<file path="src/rtl/miim_pkg.sv">
// Shared constants, state encoding and frame builder for the clause-22 MIIM master.
package miim_pkg;

  localparam logic [1:0] MIIM_ST       = 2'b01;
  localparam logic [1:0] MIIM_OP_WRITE = 2'b01;
  localparam logic [1:0] MIIM_OP_READ  = 2'b10;
  localparam logic [1:0] MIIM_TA_WRITE = 2'b10;
  localparam int         MIIM_PRE_BITS   = 32;
  localparam int         MIIM_FRAME_BITS = 64;

  typedef enum logic [1:0] {IDLE, SHIFT, TAIL, DONE} miim_state_t;

  // Frame bit 0 lands in the MSB; read TA/data positions are never driven.
  function automatic logic [MIIM_FRAME_BITS-1:0] miim_frame(
    input logic        write,
    input logic [4:0]  phyad,
    input logic [4:0]  regad,
    input logic [15:0] wdata
  );
    return {{MIIM_PRE_BITS{1'b1}}, MIIM_ST,
            write ? MIIM_OP_WRITE : MIIM_OP_READ,
            phyad, regad,
            write ? MIIM_TA_WRITE : 2'b11,
            write ? wdata : 16'hFFFF};
  endfunction

endpackage

</file>
<file path="src/rtl/miim_clk_gen.sv">
// MDC divider: low phase first, CLK_DIV clocks per half period, held low while not running.
module miim_clk_gen #(
  parameter int CLK_DIV = 10
) (
  input  logic clock,
  input  logic reset,
  input  logic run_i,
  output logic mdc_o,
  output logic fall_stb_o,
  output logic rise_stb_o
);

  localparam int               DIV_W    = (CLK_DIV > 1) ? $clog2(CLK_DIV) : 1;
  localparam logic [DIV_W-1:0] DIV_LAST = DIV_W'(CLK_DIV - 1);

  logic [DIV_W-1:0] div_q;
  logic             mdc_q;
  logic             phase_end_s;

  // Strobes flag the last clock of a phase, so registered users switch with mdc.
  assign phase_end_s = run_i & (div_q == DIV_LAST);
  assign fall_stb_o  = phase_end_s & mdc_q;
  assign rise_stb_o  = phase_end_s & ~mdc_q;
  assign mdc_o       = mdc_q;

  always_ff @(posedge clock or posedge reset) begin
    if (reset) begin
      div_q <= '0;
      mdc_q <= 1'b0;
    end else if (!run_i) begin
      div_q <= '0;
      mdc_q <= 1'b0;
    end else if (phase_end_s) begin
      div_q <= '0;
      mdc_q <= ~mdc_q;
    end else begin
      div_q <= div_q + DIV_W'(1);
    end
  end

endmodule

</file>
<file path="src/rtl/miim_master.sv">
// Clause-22 MDIO/MDC management master, one command at a time.
// Optional MIIM_PREAMBLE_SUPPRESS_EN adds cmd_no_pre to skip the 32-bit preamble.
module miim_master
  import miim_pkg::*;
#(
  parameter int CLK_DIV = 10
) (
  input  logic        clock,
  input  logic        reset,
  input  logic        cmd_valid,
  output logic        cmd_ready,
  input  logic        cmd_write,
  input  logic [4:0]  cmd_phyad,
  input  logic [4:0]  cmd_regad,
  input  logic [15:0] cmd_wdata,
`ifdef MIIM_PREAMBLE_SUPPRESS_EN
  input  logic        cmd_no_pre,
`endif
  output logic        rsp_valid,
  output logic [15:0] rsp_rdata,
  output logic        rsp_error,
  output logic        busy,
  output logic        mdc,
  output logic        mdio_o,
  output logic        mdio_oe,
  input  logic        mdio_i
);

  localparam logic [6:0] LAST_BIT = 7'(MIIM_FRAME_BITS - 1);

  miim_state_t                state_q;
  logic [MIIM_FRAME_BITS-1:0] sr_q, frame_d;
  logic [6:0]                 bit_q, start_d, next_bit_s;
  logic                       write_q, err_q, ready_q;
  logic                       mdio_o_q, mdio_oe_q;
  logic                       rsp_valid_q, rsp_error_q;
  logic [15:0]                rx_q, rsp_rdata_q;
  logic                       run_s, fall_stb_s, rise_stb_s;

  assign run_s      = (state_q == SHIFT) | (state_q == TAIL);
  assign next_bit_s = bit_q + 7'd1;

  miim_clk_gen #(.CLK_DIV(CLK_DIV)) u_clk_gen (
    .clock      (clock),
    .reset      (reset),
    .run_i      (run_s),
    .mdc_o      (mdc),
    .fall_stb_o (fall_stb_s),
    .rise_stb_o (rise_stb_s)
  );

  // Short frames are pre-shifted so ST is the first bit out; bit_q keeps full-frame numbering.
  always_comb begin
    frame_d = miim_frame(cmd_write, cmd_phyad, cmd_regad, cmd_wdata);
    start_d = 7'd0;
`ifdef MIIM_PREAMBLE_SUPPRESS_EN
    if (cmd_no_pre) begin
      frame_d = frame_d << MIIM_PRE_BITS;
      start_d = 7'(MIIM_PRE_BITS);
    end else begin
      start_d = 7'd0;
    end
`endif
  end

  // Transaction FSM with frame shifter, MDIO sampler and registered response.
  always_ff @(posedge clock or posedge reset) begin
    if (reset) begin
      state_q     <= IDLE;
      sr_q        <= '0;
      bit_q       <= 7'd0;
      write_q     <= 1'b0;
      err_q       <= 1'b0;
      rx_q        <= 16'h0000;
      ready_q     <= 1'b1;
      mdio_o_q    <= 1'b1;
      mdio_oe_q   <= 1'b0;
      rsp_valid_q <= 1'b0;
      rsp_rdata_q <= 16'h0000;
      rsp_error_q <= 1'b0;
    end else begin
      case (state_q)
        IDLE: begin
          rsp_valid_q <= 1'b0;
          if (cmd_valid) begin
            state_q   <= SHIFT;
            ready_q   <= 1'b0;
            sr_q      <= frame_d << 1;
            mdio_o_q  <= frame_d[MIIM_FRAME_BITS-1];
            mdio_oe_q <= 1'b1;
            bit_q     <= start_d;
            write_q   <= cmd_write;
            err_q     <= 1'b0;
          end
        end
        SHIFT: begin
          if (rise_stb_s && !write_q) begin
            if (bit_q == 7'd47) begin
              err_q <= mdio_i;
            end else if (bit_q >= 7'd48) begin
              rx_q <= {rx_q[14:0], mdio_i};
            end
          end
          if (fall_stb_s) begin
            if (bit_q == LAST_BIT) begin
              state_q   <= TAIL;
              mdio_o_q  <= 1'b1;
              mdio_oe_q <= 1'b0;
            end else begin
              bit_q     <= next_bit_s;
              mdio_o_q  <= sr_q[MIIM_FRAME_BITS-1];
              sr_q      <= sr_q << 1;
              // Reads release the line from TA onward.
              mdio_oe_q <= write_q | (next_bit_s < 7'd46);
            end
          end
        end
        TAIL: begin
          if (fall_stb_s) begin
            state_q     <= DONE;
            rsp_valid_q <= 1'b1;
            rsp_rdata_q <= write_q ? 16'h0000 : rx_q;
            rsp_error_q <= ~write_q & err_q;
          end
        end
        DONE: begin
          state_q     <= IDLE;
          rsp_valid_q <= 1'b0;
          ready_q     <= 1'b1;
        end
        default: begin
          state_q <= IDLE;
          ready_q <= 1'b1;
        end
      endcase
    end
  end

  assign cmd_ready = ready_q;
  assign busy      = ~ready_q;
  assign rsp_valid = rsp_valid_q;
  assign rsp_rdata = rsp_rdata_q;
  assign rsp_error = rsp_error_q;
  assign mdio_o    = mdio_o_q;
  assign mdio_oe   = mdio_oe_q;

endmodule

</file>
<file path="config.mk">
export PLATFORM = sky130hd
export DESIGN_NAME = miim_master
export DESIGN_NICKNAME = d
export VERILOG_FILES = /design/src/rtl/miim_pkg.sv /design/src/rtl/miim_clk_gen.sv /design/src/rtl/miim_master.sv
export SDC_FILE = /design/constraint.sdc
export NUM_CORES = 1
export LEC_CHECK = 0
export BUFFER_PORTS_ARGS = -buffer_cell sky130_fd_sc_hd__buf_4
export CAP_MARGIN = 30
export CORE_MARGIN = 2
export CORE_UTILIZATION = 56
export CTS_BUF_LIST = sky130_fd_sc_hd__clkbuf_4 sky130_fd_sc_hd__clkbuf_8
export DETAILED_ROUTE_END_ITERATION = 6
export GPL_TIMING_DRIVEN = 1
export PLACE_DENSITY = 0.76
export SYNTH_ARGS = -nofsm -noshare
export SYNTH_HDL_FRONTEND = slang
export SYNTH_SLANG_ARGS = --single-unit
</file>
<file path="constraint.sdc">
create_clock -name clock -period 8.34 [get_ports clock]
set_input_delay 2.085 -clock clock [delete_from_list [all_inputs] [get_ports clock]]
set_output_delay 2.085 -clock clock [all_outputs]
set_load 0.05 [all_outputs]
</file>
==> results of run 1 <==
==> power by group through the flow <==
stage / Combinational (W) / Sequential [W] / Clock (W)
2_1_floorplan: 0.00000936 / 0.000574 / 0
5_1_grt: 0.0000271 / 0.000562 / 0.000508
3_3_place_gp: 0.0000241 / 0.000573 / 0
3_5_place_dp: 0.0000246 / 0.000574 / 0
4_1_cts: 0.0000245 / 0.000563 / 0.000484
6_report: 0.0000236 / 0.000563 / 0.000472
==> through the flow <==
| step | power [W] | util [%] |
|---|---|---|
| 2_1_floorplan | 0.000583 | - |
| 3_5_place_dp | 0.000598 | 63.1 |
| 5_1_grt | 0.00110 | 67.3 |
| 4_1_cts | 0.00107 | 67.3 |
| 3_3_place_gp | 0.000598 | 62.8 |
| 6_report | 0.00106 | 67.3 |
==> kinds of logic after synthesis <==
group	count (synthesis)	synth area share (%)
AOI/OAI and AO/OA	152	19.2
xor gates and xnor gates	2	0.343
adders and majority gates	9	2.20
buffers and inverters	42	4.04
DFF	116	56.9
muxes	33	7.23
and+or+nand+nor	97	10.1
==> cell usage in the layout, fill, tap and decap left out, types with 3 or more instances in the layout <==
master,instances
o22a_1,34
nor2b_1,3
inv_1,12
nor2_1,14
clkinv_4,3
mux2_2,15
buf_4,56
clkinv_2,5
mux2i_1,11
a21oi_1,9
o21ai_0,75
dfrtp_1,114
nand2b_1,18
mux2_1,4
nand2_1,41
clkbuf_8,18
o22ai_1,15
mux2_4,3
clkinvlp_4,4
ha_1,9
a22o_1,3
==> cell type report <==
type	count	area share [%]
sequential	116	49.3
clock inverter	13	1.89
clock buffer	19	4.33
multi-input combinational	293	33.9
timing repair buffer	57	7.47
inverter	13	0.870
tap	108	2.29
==> worst register-to-register path, cell delays in order (launching register included) <==
cell,delay (ps)
dfrtp_1,420
inv_1,110
ha_1,160
buf_4,300
inv_1,390
a21oi_4,680
or2_2,570
o21ai_0,190
==> registers in the layout (all words and copies together) (netlist names), 2 cells and up <==
register,count
sr_q,63
rsp_rdata,16
rx_q,16
bit_q,7
u_clk_gen.div_q,4
state_q,2
==> path summary, 6_finish.rpt <==
check | from | end | slack, ps
worst max-delay path | cmd_valid | sr_q[29]$_DFFE_PP0P_ | 4860
worst min-delay path | rsp_rdata[13]$_DFFE_PP0P_ | rsp_rdata[13]$_DFFE_PP0P_ | 480
worst max register to register | state_q[1]$_DFFE_PP0P_ | sr_q[21]$_DFFE_PP0P_ | 5380
max in group asynchronous | reset | u_clk_gen.div_q[0]$_DFF_PP0_ | 5330
min in group asynchronous | reset | rsp_rdata[13]$_DFFE_PP0P_ | 1780
worst min register to register | rsp_rdata[13]$_DFFE_PP0P_ | rsp_rdata[13]$_DFFE_PP0P_ | 480
==> per-layer routing <==
metal,vias to the layer above,part of all wire (%)
li1,1704,-
met1,1677,45
met2,74,49
met3,13,4.3
met4,0,1.8
met5,-,0
==> metrics.md, run 1 <==
| Metric | Value |
|---|---|
| Top cells by count, synth | dfrtp_1, o21ai_0, nand2_1 |
| Max-slew violation count | 0 |
| DRC errors left | 0 |
| TritonRoute pass-1 iters | 4 |
| Post-synth top area share | 55.9% |
| Largest net degree at the start of global routing | 62 |
| Post-synth EDFFs | 0 |
| Int Pwr | 0.000817 W |
| Global routing usage on met2 | 32.6% |
| Clk slew on worst S/H paths | 70 ps |
| Avg WL per Cell | 15.1 um |
| Arr. time, crit path | 3780 ps |
| Clk sinks | 116 |
| Final instance area | 0.00589 sq mm |
| Sequential cell area | 0.00291 sq mm |
| Fill count | 655 |
| HPWL after DPL | 6060 um |
| Initial antenna violation count | 0 |
| DRT iter0 DRCs | 145 |
| Final worst path period share | 41.8% |
| Top post-synthesis cells by area | dfrtp_1, o21ai_0, o22a_1 |
| Final GP Congestion | 0.853 |
| Initial Util | 58.3% |
| Max Buffers Root-to-Sink | 2 |
| Num CTS Buffers | 17 |
| CTS Hold Bufs | 0 |
| Syn Nets | 491 |
| Setup skew after layout | 9.30 ps |
| Most used routing layer | met2 |
| Yosys reg bits | 116 |
| Worst Tran Pin Value | 935 ps |
| Post-synthesis sequential area ratio | 56.9% |
| Count leader, synth | dfrtp_1 |
| Met1 track demand over resource | 27.6% |
| Cell Count Post-Placement | 587 |
| Syn-to-layout area delta | 15.4% |
| Pwr dens | 180 mW/mm^2 |
| FF-to-FF path depth | 7 |
| Slew headroom | 37.5% |
| Clock Power Share | 44.6% |
| I/O Pins | 54 |
| Via-per-instance ratio | 5.60 |
| Reg power frac | 53.2% |
| Critical path, cell by cell | buf_4 > nand2b_1 > o21ai_2 > buf_4 > nor2_4 > mux2_4 |
| Synthesized area | 0.00511 sq mm |
| Cells after synthesis | 451 |
| Full die area | 0.00990 sq mm |
| GRT Residual Overflow | 0 |
| # Max-Cap Violations | 0 |
| Peak supply drop | 0.000135 V |
| Hold path depth | 2 |
| WL final | 9340 um |
| Comb pwr share | 2.2% |
| Net Switching | 0.000241 W |
| Final std cells w/o fill | 619 |
| Core ar. | 0.00876 sq mm |
| Area of the multi-input gates | 0.00200 sq mm |
| Largest fanout on the critical path | 37 |
| Final count of negative-setup-slack endpoints | 0 |
| Crit path depth | 6 |
| DIE WIDTH | 99.5 um |
| Synth area leader | dfrtp_1 |
| Placed Instance Area | 0.00553 sq mm |
| Clock root buffer | clkbuf_8 |
| Post-synth ARST share | 100% |
| Ys flop type | dfrtp_1 |
| TritonCTS clock tree | done |
| Vias | 3468 |
| RSZ-0062 raised after global routing | no |
| Slowest stage cell, crit path | nor2_4 |
| Leakage dissipation | 2.84 nW |
| Total Routing Usage GR | 20.7% |
| Count of cell types in the netlist | 52 |
| IO buf count | 53 |
| Yosys warnings | 0 |
| Nets | 538 |
| Top delay family on crit path | simple AND/OR/NAND/NOR gates |
| Most numerous cell on the critical path | buf_4 |
| Die Ht | 99.5 um |
| Worst setup slack after layout | 4860 ps |
| Max incr delay on CP | 680 ps |
| Minimum period implied by the final worst setup slack | 3480 ps |
| Post-cts sizing count | 0 |
| Critical path class | input port to flop |
| CP required | 8630 ps |
| Layout cells sized above 1 | 23.9% |
| Setup TNS | 0 ps |
| Vias in the first global route | 3435 |
| Diode count | 0 |
| Status | completed |
| Buf+Inv Stages, Crit Path | 2 |
| Hold crit path type | flop to flop |
| Hold slack final | 478 ps |
| Htree depth | 4 |
| Setup Buffers After CTS | 0 |
| Crit start category | input port |
| FMAX | 287 MHz |
| Syn_area_per_cell | 11.3 sq um |
| Antenna Nets Post-Route | 0 |
| Worst slack, placed | 4430 ps |
| Met3 usage | 5.20% |
| First-pass GRT wire length | 16200 um |
| Net Sw Frac | 22.8% |
| Crit end category | flop |
| Worst skew pair latency | 420 ps |
| Final hold violation count | 0 |
| Row count | 34 |
(Power assumes the default switching activity.)
==> run 2, diff against run 1 <==
==> constraint.sdc (replaced) <==
create_clock -name clock -period 3.26 [get_ports clock]
set_input_delay 0.815 -clock clock [delete_from_list [all_inputs] [get_ports clock]]
set_output_delay 0.815 -clock clock [all_outputs]
set_load 0.05 [all_outputs]
==> run 2 against run 1 <==
- via count increased by 2.3%
- wire length grew 0.59%
- highest routed layer unchanged
- clock-buffer cell count up 4
- worst setup slack worse by 4100 ps
- non-clock buffer count up 3
==> metrics.md, run 2 (synthesis gave the netlist of run 1 again) <==
| Metric | Value |
|---|---|
| Nets | 541 (+0.56%) |
| Peak supply drop | 0.000207 V (+53%) |
| Critical path class | flop to flop |
| Die Ht | 99.5 um (unchanged) |
| Commonest non-fill, non-tap cell in the layout | dfrtp_1 |
| Num CTS Buffers | 17 (unchanged) |
| Slew headroom | 35.1% (-2.4 points) |
| Worst R2R End | sr_q[11]$_DFFE_PP0P_ |
| Worst setup slack after layout | 770 ps (-4090 ps) |
| Final std cells w/o fill | 622 (+0.48%) |
| DRT iter0 DRCs | 155 (+6.9%) |
| Cell Count Post-Placement | 590 (+0.51%) |
| Placed Instance Area | 0.00555 sq mm (+0.43%) |
| Antenna Nets Post-Route | 0 (unchanged) |
| Final GP Congestion | 0.894 (+4.8%) |
| Layout cells sized above 1 | 24.3% (+0.44 points) |
| Setup skew after layout | 16.3 ps (+7.04 ps) |
| Max incr delay on CP | 520 ps (-160 ps) |
| GRT Residual Overflow | 0 (unchanged) |
| WL final | 9390 um (+0.59%) |
| TritonRoute pass-1 iters | 4 (unchanged) |
| Post-cts sizing count | 0 (unchanged) |
| Core ar. | 0.00876 sq mm (unchanged) |
| FF-to-FF path depth | 6 (-1) |
| Total Routing Usage GR | 21.3% (+0.66 points) |
| Final hold violation count | 0 (unchanged) |
| Syn-to-layout area delta | 16.9% |
| # Max-Cap Violations | 0 (unchanged) |
| Final count of negative-setup-slack endpoints | 0 (unchanged) |
| TritonCTS clock tree | done |
| Crit end category | flop |
| Avg WL per Cell | 15.1 um (+0.10%) |
| Hold slack final | 397 ps (-81.1 ps) |
| Largest fanout on the critical path | 31 (-16%) |
| Critical path, cell by cell | ha_1 > nand3_2 > or3_4 > a21oi_4 > or2_2 > o21ai_0 |
| Max-slew violation count | 0 (unchanged) |
| IO buf count | 53 (unchanged) |
| Clk slew on worst S/H paths | 70 ps (about the same) |
| First-pass GRT wire length | 16600 um (+2.8%) |
| Clock root buffer | clkbuf_8 |
| Vias in the first global route | 3528 (+2.7%) |
| Max Buffers Root-to-Sink | 2 (unchanged) |
| Hold crit path type | input port to async pin |
| Fill count | 671 (+2.4%) |
| Worst skew pair latency | 420 ps (about the same) |
| Via-per-instance ratio | 5.70 (+1.8%) |
| Slowest stage cell, crit path | or2_2 |
| Worst slack, placed | 767 ps (-3660 ps) |
| Initial Util | 58.3% (unchanged) |
| Pwr dens | 482 mW/mm^2 (+170%) |
| Row count | 34 (unchanged) |
| Diode count | 0 (unchanged) |
| DIE WIDTH | 99.5 um (unchanged) |
| Most frequent cells in the layout | dfrtp_1, o21ai_0, buf_4, nand2_1, o22a_1 |
| Final worst path period share | 76.4% |
| Final instance area | 0.00597 sq mm (+1.3%) |
| Worst Tran Pin Value | 970 ps (+35.4 ps) |
| Clk sinks | 116 (unchanged) |
| Initial antenna violation count | 0 (unchanged) |
| Minimum period implied by the final worst setup slack | 2490 ps |
| Setup TNS | 0 ps (unchanged) |
| HPWL after DPL | 6000 um (-0.93%) |
| Arr. time, crit path | 2770 ps (-1010 ps) |
| RSZ-0062 raised after global routing | no |
| Full die area | 0.00990 sq mm (unchanged) |
| Largest register FFs | 63 (unchanged) |
| Crit start category | flop |
| Vias | 3548 (+2.3%) |
| Setup Buffers After CTS | 0 (unchanged) |
| Status | completed |
| FMAX | 402 MHz |
| Htree depth | 4 (unchanged) |
| I/O Pins | 54 (unchanged) |
| DRC errors left | 0 (unchanged) |
| R2r setup slk | 770 ps (-4610 ps) |
| CTS Hold Bufs | 0 (unchanged) |
| Largest Register | sr_q |
| CP required | 3540 ps (-5090 ps) |
| Leakage dissipation | 2.88 nW (+1.4%) |
| Largest net degree at the start of global routing | 66 (+6.5%) |
| Crit Reg-Reg Startpoint | bit_q[0]$_DFFE_PP0P_ |
-- run 2: changes by cell type in the layout (fill, tap and decap cells not counted), sizes merged --
cell	change
buf	+3
clkbuf	+4
bufinv	+2
inv	-1
clkinvlp	-1
clkinv	-4
-- run 2: worst max-delay path: cells and delay by family (launching register included) --
family	cells	cell delay, ps
AOI/OAI and AO/OA	2	540
and+or+nand+nor	3	1090
adders and majority gates	1	300
DFF	1	420
-- run 2: worst max-delay path by stage --
stage	startpoint	to	slack, ps
floorplan	reset	bit_q[0]$_DFFE_PP0P_	1030
global placement	cmd_valid	bit_q[2]$_DFFE_PP0P_	850
detailed placement	bit_q[0]$_DFFE_PP0P_	sr_q[21]$_DFFE_PP0P_	770
CTS	bit_q[0]$_DFFE_PP0P_	sr_q[11]$_DFFE_PP0P_	770
global route	bit_q[0]$_DFFE_PP0P_	sr_q[11]$_DFFE_PP0P_	500
finish	bit_q[0]$_DFFE_PP0P_	sr_q[11]$_DFFE_PP0P_	770
-- run 2: routing by layer --
| layer | part of all wire, % | GRT usage, % | wire length [um] | vias up |
|---|---|---|---|---|
| li1 | - | - | - | 1715 |
| met1 | 46 | 30.1 | 4310 | 1739 |
| met2 | 49 | 31.7 | 4570 | 84 |
| met3 | 4.4 | 6.04 | 409 | 10 |
| met4 | 1.1 | 8.11 | 99 | 0 |
| met5 | 0 | 0 | 0 | - |
-- run 2: power breakdown --
group,internal (W),switching (W),total [W]
Sequential,0.00144,0.000000471,0.00144
Combinational,0.0000283,0.0000348,0.0000631
Clock,0.000828,0.000544,0.00137
-- run 2: layout make-up --
class | count | area (sq um) | area share (%)
clock buffer | 23 | 292 | 4.88
multi-input combinational | 293 | 2000 | 33.4
sequential | 116 | 2910 | 48.6
timing repair buffer | 60 | 463 | 7.75
inverter | 13 | 52.6 | 0.880
tap | 108 | 135 | 2.26
clock inverter | 9 | 129 | 2.16
-- run 2: through the flow --
| step | utilization (%) | total power, W |
|---|---|---|
| detailed placement | 63.3 | 0.00153 |
| floorplan | - | 0.00149 |
| global placement | 63.3 | 0.00153 |
| CTS | 68.1 | 0.00291 |
| finish | 68.1 | 0.00288 |
| global route | 68.1 | 0.00299 |
==> run 3, diff against run 2 <==
--- a/config.mk
+++ b/config.mk
@@ -5,14 +5,15 @@
 export SDC_FILE = /design/constraint.sdc
 export NUM_CORES = 1
 export LEC_CHECK = 0
+export ABC_AREA = 1
 export BUFFER_PORTS_ARGS = -buffer_cell sky130_fd_sc_hd__buf_4
 export CAP_MARGIN = 30
 export CORE_MARGIN = 2
-export CORE_UTILIZATION = 56
+export CORE_UTILIZATION = 55
 export CTS_BUF_LIST = sky130_fd_sc_hd__clkbuf_4 sky130_fd_sc_hd__clkbuf_8
 export DETAILED_ROUTE_END_ITERATION = 6
 export GPL_TIMING_DRIVEN = 1
-export PLACE_DENSITY = 0.76
+export PLACE_DENSITY = 0.78
 export SYNTH_ARGS = -nofsm -noshare
 export SYNTH_HDL_FRONTEND = slang
 export SYNTH_SLANG_ARGS = --single-unit
==> constraint.sdc (replaced) <==
create_clock -name clock -period 2.25 [get_ports clock]
set_input_delay 0.5625 -clock clock [delete_from_list [all_inputs] [get_ports clock]]
set_output_delay 0.5625 -clock clock [all_outputs]
set_load 0.05 [all_outputs]
==> run 3 against run 2 <==
- global-route usage fell by 0.83 points
- sequential share of layout area fell by 0.62 points
- largest cell class unchanged
- non-clock buffer count rose by 4
- critical path type unchanged
- critical endpoint is now sr_q[29]$_DFFE_PP0P_
==> metrics.md, run 3 <==
| Metric | Value |
|---|---|
| Setup skew after layout | 8.90 ps (-7.44 ps) |
| Htree depth | 4 (unchanged) |
| Util after Layout | 66.4% (-1.7 points) |
| Largest Register | sr_q |
| Max Buffers Root-to-Sink | 2 (unchanged) |
| Setup TNS | 0 ps (unchanged) |
| Top cells by count, synth | nand2_1, dfrtp_1, o21ai_0 |
| First-pass GRT wire length | 16600 um (-0.37%) |
| Clk sinks | 116 (unchanged) |
| Slowest stage cell, crit path | dfrtp_1 |
| Count leader, synth | nand2_1 |
| DRC errors left | 0 (unchanged) |
| Slew headroom | 65.3% (+30 points) |
| Num CTS Buffers | 17 (unchanged) |
| Cells after synthesis | 578 (+28%) |
| Status | completed |
| CP required | 2550 ps (-990 ps) |
| Count of cell types in the netlist | 34 (-35%) |
| IO buf count | 53 (unchanged) |
| HPWL after DPL | 6250 um (+4.1%) |
| Largest register FFs | 63 (unchanged) |
| Vias in the first global route | 3809 (+8.0%) |
| Crit end category | flop |
| Vias | 3956 (+11%) |
| DRT iter0 DRCs | 185 (+19%) |
| Syn Nets | 618 (+26%) |
| Setup Buffers After CTS | 0 (unchanged) |
| Die Ht | 100 um (+0.81%) |
| Total Routing Usage GR | 20.5% (-0.83 points) |
| Post-synth top area share | 55.9% (+0.069 points) |
| DIE WIDTH | 100 um (+0.81%) |
| Synth area leader | dfrtp_1 |
| FMAX | 505 MHz (+26%) |
| Yosys warnings | 0 (unchanged) |
| GRT Residual Overflow | 0 (unchanged) |
| Clock Power Share | 27.3% (-20 points) |
| Core ar. | 0.00911 sq mm (+3.9%) |
| Final count of negative-setup-slack endpoints | 0 (unchanged) |
| Most frequent cells in the layout | nand2_1, dfrtp_1, o21ai_0, buf_4, nor2_1 |
| Row count | 35 (+2.9%) |
| Avg WL per Cell | 12.6 um (-17%) |
| Critical path, cell by cell | inv_1 > ha_1 > inv_1 > nor2_2 > nand2_1 > nand2_1 > nand3_4 > buf_12 > nand2_1 > o21ai_0 |
| Pwr dens | 1280 mW/mm^2 (+170%) |
| Fill count | 736 (+9.7%) |
| Reg power frac | 40.7% (-9.4 points) |
| Hold crit path type | input port to async pin |
| Antenna Nets Post-Route | 0 (unchanged) |
| Worst skew pair latency | 420 ps (about the same) |
| Minimum period implied by the final worst setup slack | 1980 ps (-508 ps) |
| Via-per-instance ratio | 5.23 (-8.3%) |
| Full die area | 0.0101 sq mm (+1.6%) |
| CTS Hold Bufs | 0 (unchanged) |
| Final GP Congestion | 0.830 (-7.2%) |
| Synthesized area | 0.00510 sq mm (-0.12%) |
| Post-synthesis sequential area ratio | 57.0% (+0.070 points) |
| Critical path class | flop to flop |
| TritonCTS clock tree | done |
| Post-cts sizing count | 0 (unchanged) |
| Final std cells w/o fill | 756 (+22%) |
| Cell Count Post-Placement | 724 (+23%) |
| Worst Tran Pin Value | 521 ps (-449 ps) |
| Post-synth EDFFs | 0 (unchanged) |
| Layout cells sized above 1 | 16.6% (-7.7 points) |
| Int Pwr | 0.00491 W (+110%) |
| Nets | 672 (+24%) |
| Comb pwr share | 32.0% (+30 points) |
| Syn_area_per_cell | 8.83 sq um (-22%) |
| Clk slew on worst S/H paths | 70 ps (about the same) |
| # Max-Cap Violations | 0 (unchanged) |
| RSZ-0062 raised after global routing | no |
| WL final | 9500 um (+1.1%) |
| Peak supply drop | 0.000655 V (+220%) |
| Largest net degree at the start of global routing | 67 (+1.5%) |
| FF-to-FF path depth | 10 (+4) |
| Max-slew violation count | 0 (unchanged) |
| R2r setup slk | 270 ps (-500 ps) |
| Crit start category | flop |
| Total power | 0.00776 W (+170%) |
| I/O Pins | 54 (unchanged) |
| Commonest non-fill, non-tap cell in the layout | nand2_1 |
| Final worst path period share | 88.1% (+12 points) |
| Most numerous cell on the critical path | nand2_1 |
| Hold slack final | 225 ps (-172 ps) |
| TritonRoute pass-1 iters | 7 (+3) |
| Arr. time, crit path | 2280 ps (-490 ps) |
| Ys flop type | dfrtp_1 |
| Final hold violation count | 0 (unchanged) |
| Diode count | 0 (unchanged) |
| Top post-synthesis cells by area | dfrtp_1, nand2_1, o21ai_0 |
| Leakage dissipation | 2.96 nW (+2.8%) |
| Max incr delay on CP | 400 ps (-120 ps) |
| Clock root buffer | clkbuf_8 |
| Initial Util | 56.0% (-2.3 points) |
| Initial antenna violation count | 0 (unchanged) |
| Net Sw Frac | 36.7% (+17 points) |
| Net Switching | 0.00284 W (+390%) |
| Post-synth ARST share | 100% (unchanged) |
| Largest fanout on the critical path | 66 (+110%) |
| Yosys reg bits | 116 (unchanged) |
| Syn-to-layout area delta | 18.6% |
[run 3: cell types whose count changed in the layout (fill, tap and decap cells not counted), sizes merged, moves of 5 or more]
cell    delta
nand3     +20
mux2      -22
o22a      -34
nor2      +38
clkbuf     -5
nand2    +148
inv       +15
nand2b    -18
o21ai      +8
[run 3: final timing paths]
check / from / to
worst min register to register: rsp_rdata[15]$_DFFE_PP0P_ / rsp_rdata[15]$_DFFE_PP0P_
max in group asynchronous: reset / mdio_o$_DFFE_PP1P_
worst max-delay path: state_q[1]$_DFFE_PP0P_ / sr_q[29]$_DFFE_PP0P_
worst max register to register: state_q[1]$_DFFE_PP0P_ / sr_q[29]$_DFFE_PP0P_
min in group clock: mdio_i / rx_q[0]$_DFFE_PP0P_
worst min-delay path: reset / rsp_valid$_DFFE_PP0P_
[run 3: worst max-delay path, delay by kind of cell, from the launching register on]
| family | cells | cell delay, ps |
|---|---|---|
| DFF | 1 | 400 |
| adders and majority gates | 1 | 350 |
| AOI/OAI and AO/OA | 1 | 80 |
| buffers and inverters | 3 | 390 |
| and+or+nand+nor | 5 | 620 |
[run 3: layout make-up]
class | count | area (sq um) | share of cell area [%]
Inverter | 27 | 105 | 1.74
Sequential cell | 116 | 2910 | 48.0
Timing Repair Buffer | 64 | 531 | 8.77
Tap cell | 111 | 139 | 2.30
Multi-Input combinational cell | 406 | 1920 | 31.8
Clock buffer | 18 | 241 | 3.99
Clock inverter | 14 | 204 | 3.37
[run 3: metrics by stage]
step	area, sq um	setup slack [ps]
floorplan	5100	276
global placement	5600	389
detailed placement	5600	305
CTS	6050	273
global route	6050	64.8
finish	6050	268
[run 3: cells by family after synthesis]
kind of cell / Yosys count / synth area share (%)
AOI/OAI and AO/OA: 111 / 11.6
xor gates and xnor gates: 2 / 0.343
adders and majority gates: 9 / 2.21
buffers and inverters: 56 / 5.47
DFF: 116 / 57.0
muxes: 10 / 1.96
and+or+nand+nor: 274 / 21.5
[run 3: per-layer routing]
layer	GRT usage [%]	share of wire (%)	up-vias
met5	0	0	-
met4	7.80	1.4	0
met3	5.08	3.9	17
met2	34.0	47	91
met1	26.1	47	1858
li1	-	-	1990
[run 3: power by group through the flow]
stage | clock network, W | logic [W] | registers, W
5_1_grt | 0.00224 | 0.00289 | 0.00323
3_5_place_dp | 0 | 0.00251 | 0.00318
4_1_cts | 0.00216 | 0.00252 | 0.00315
2_1_floorplan | 0 | 0.00204 | 0.00314
3_3_place_gp | 0 | 0.00240 | 0.00315
6_report | 0.00212 | 0.00248 | 0.00315
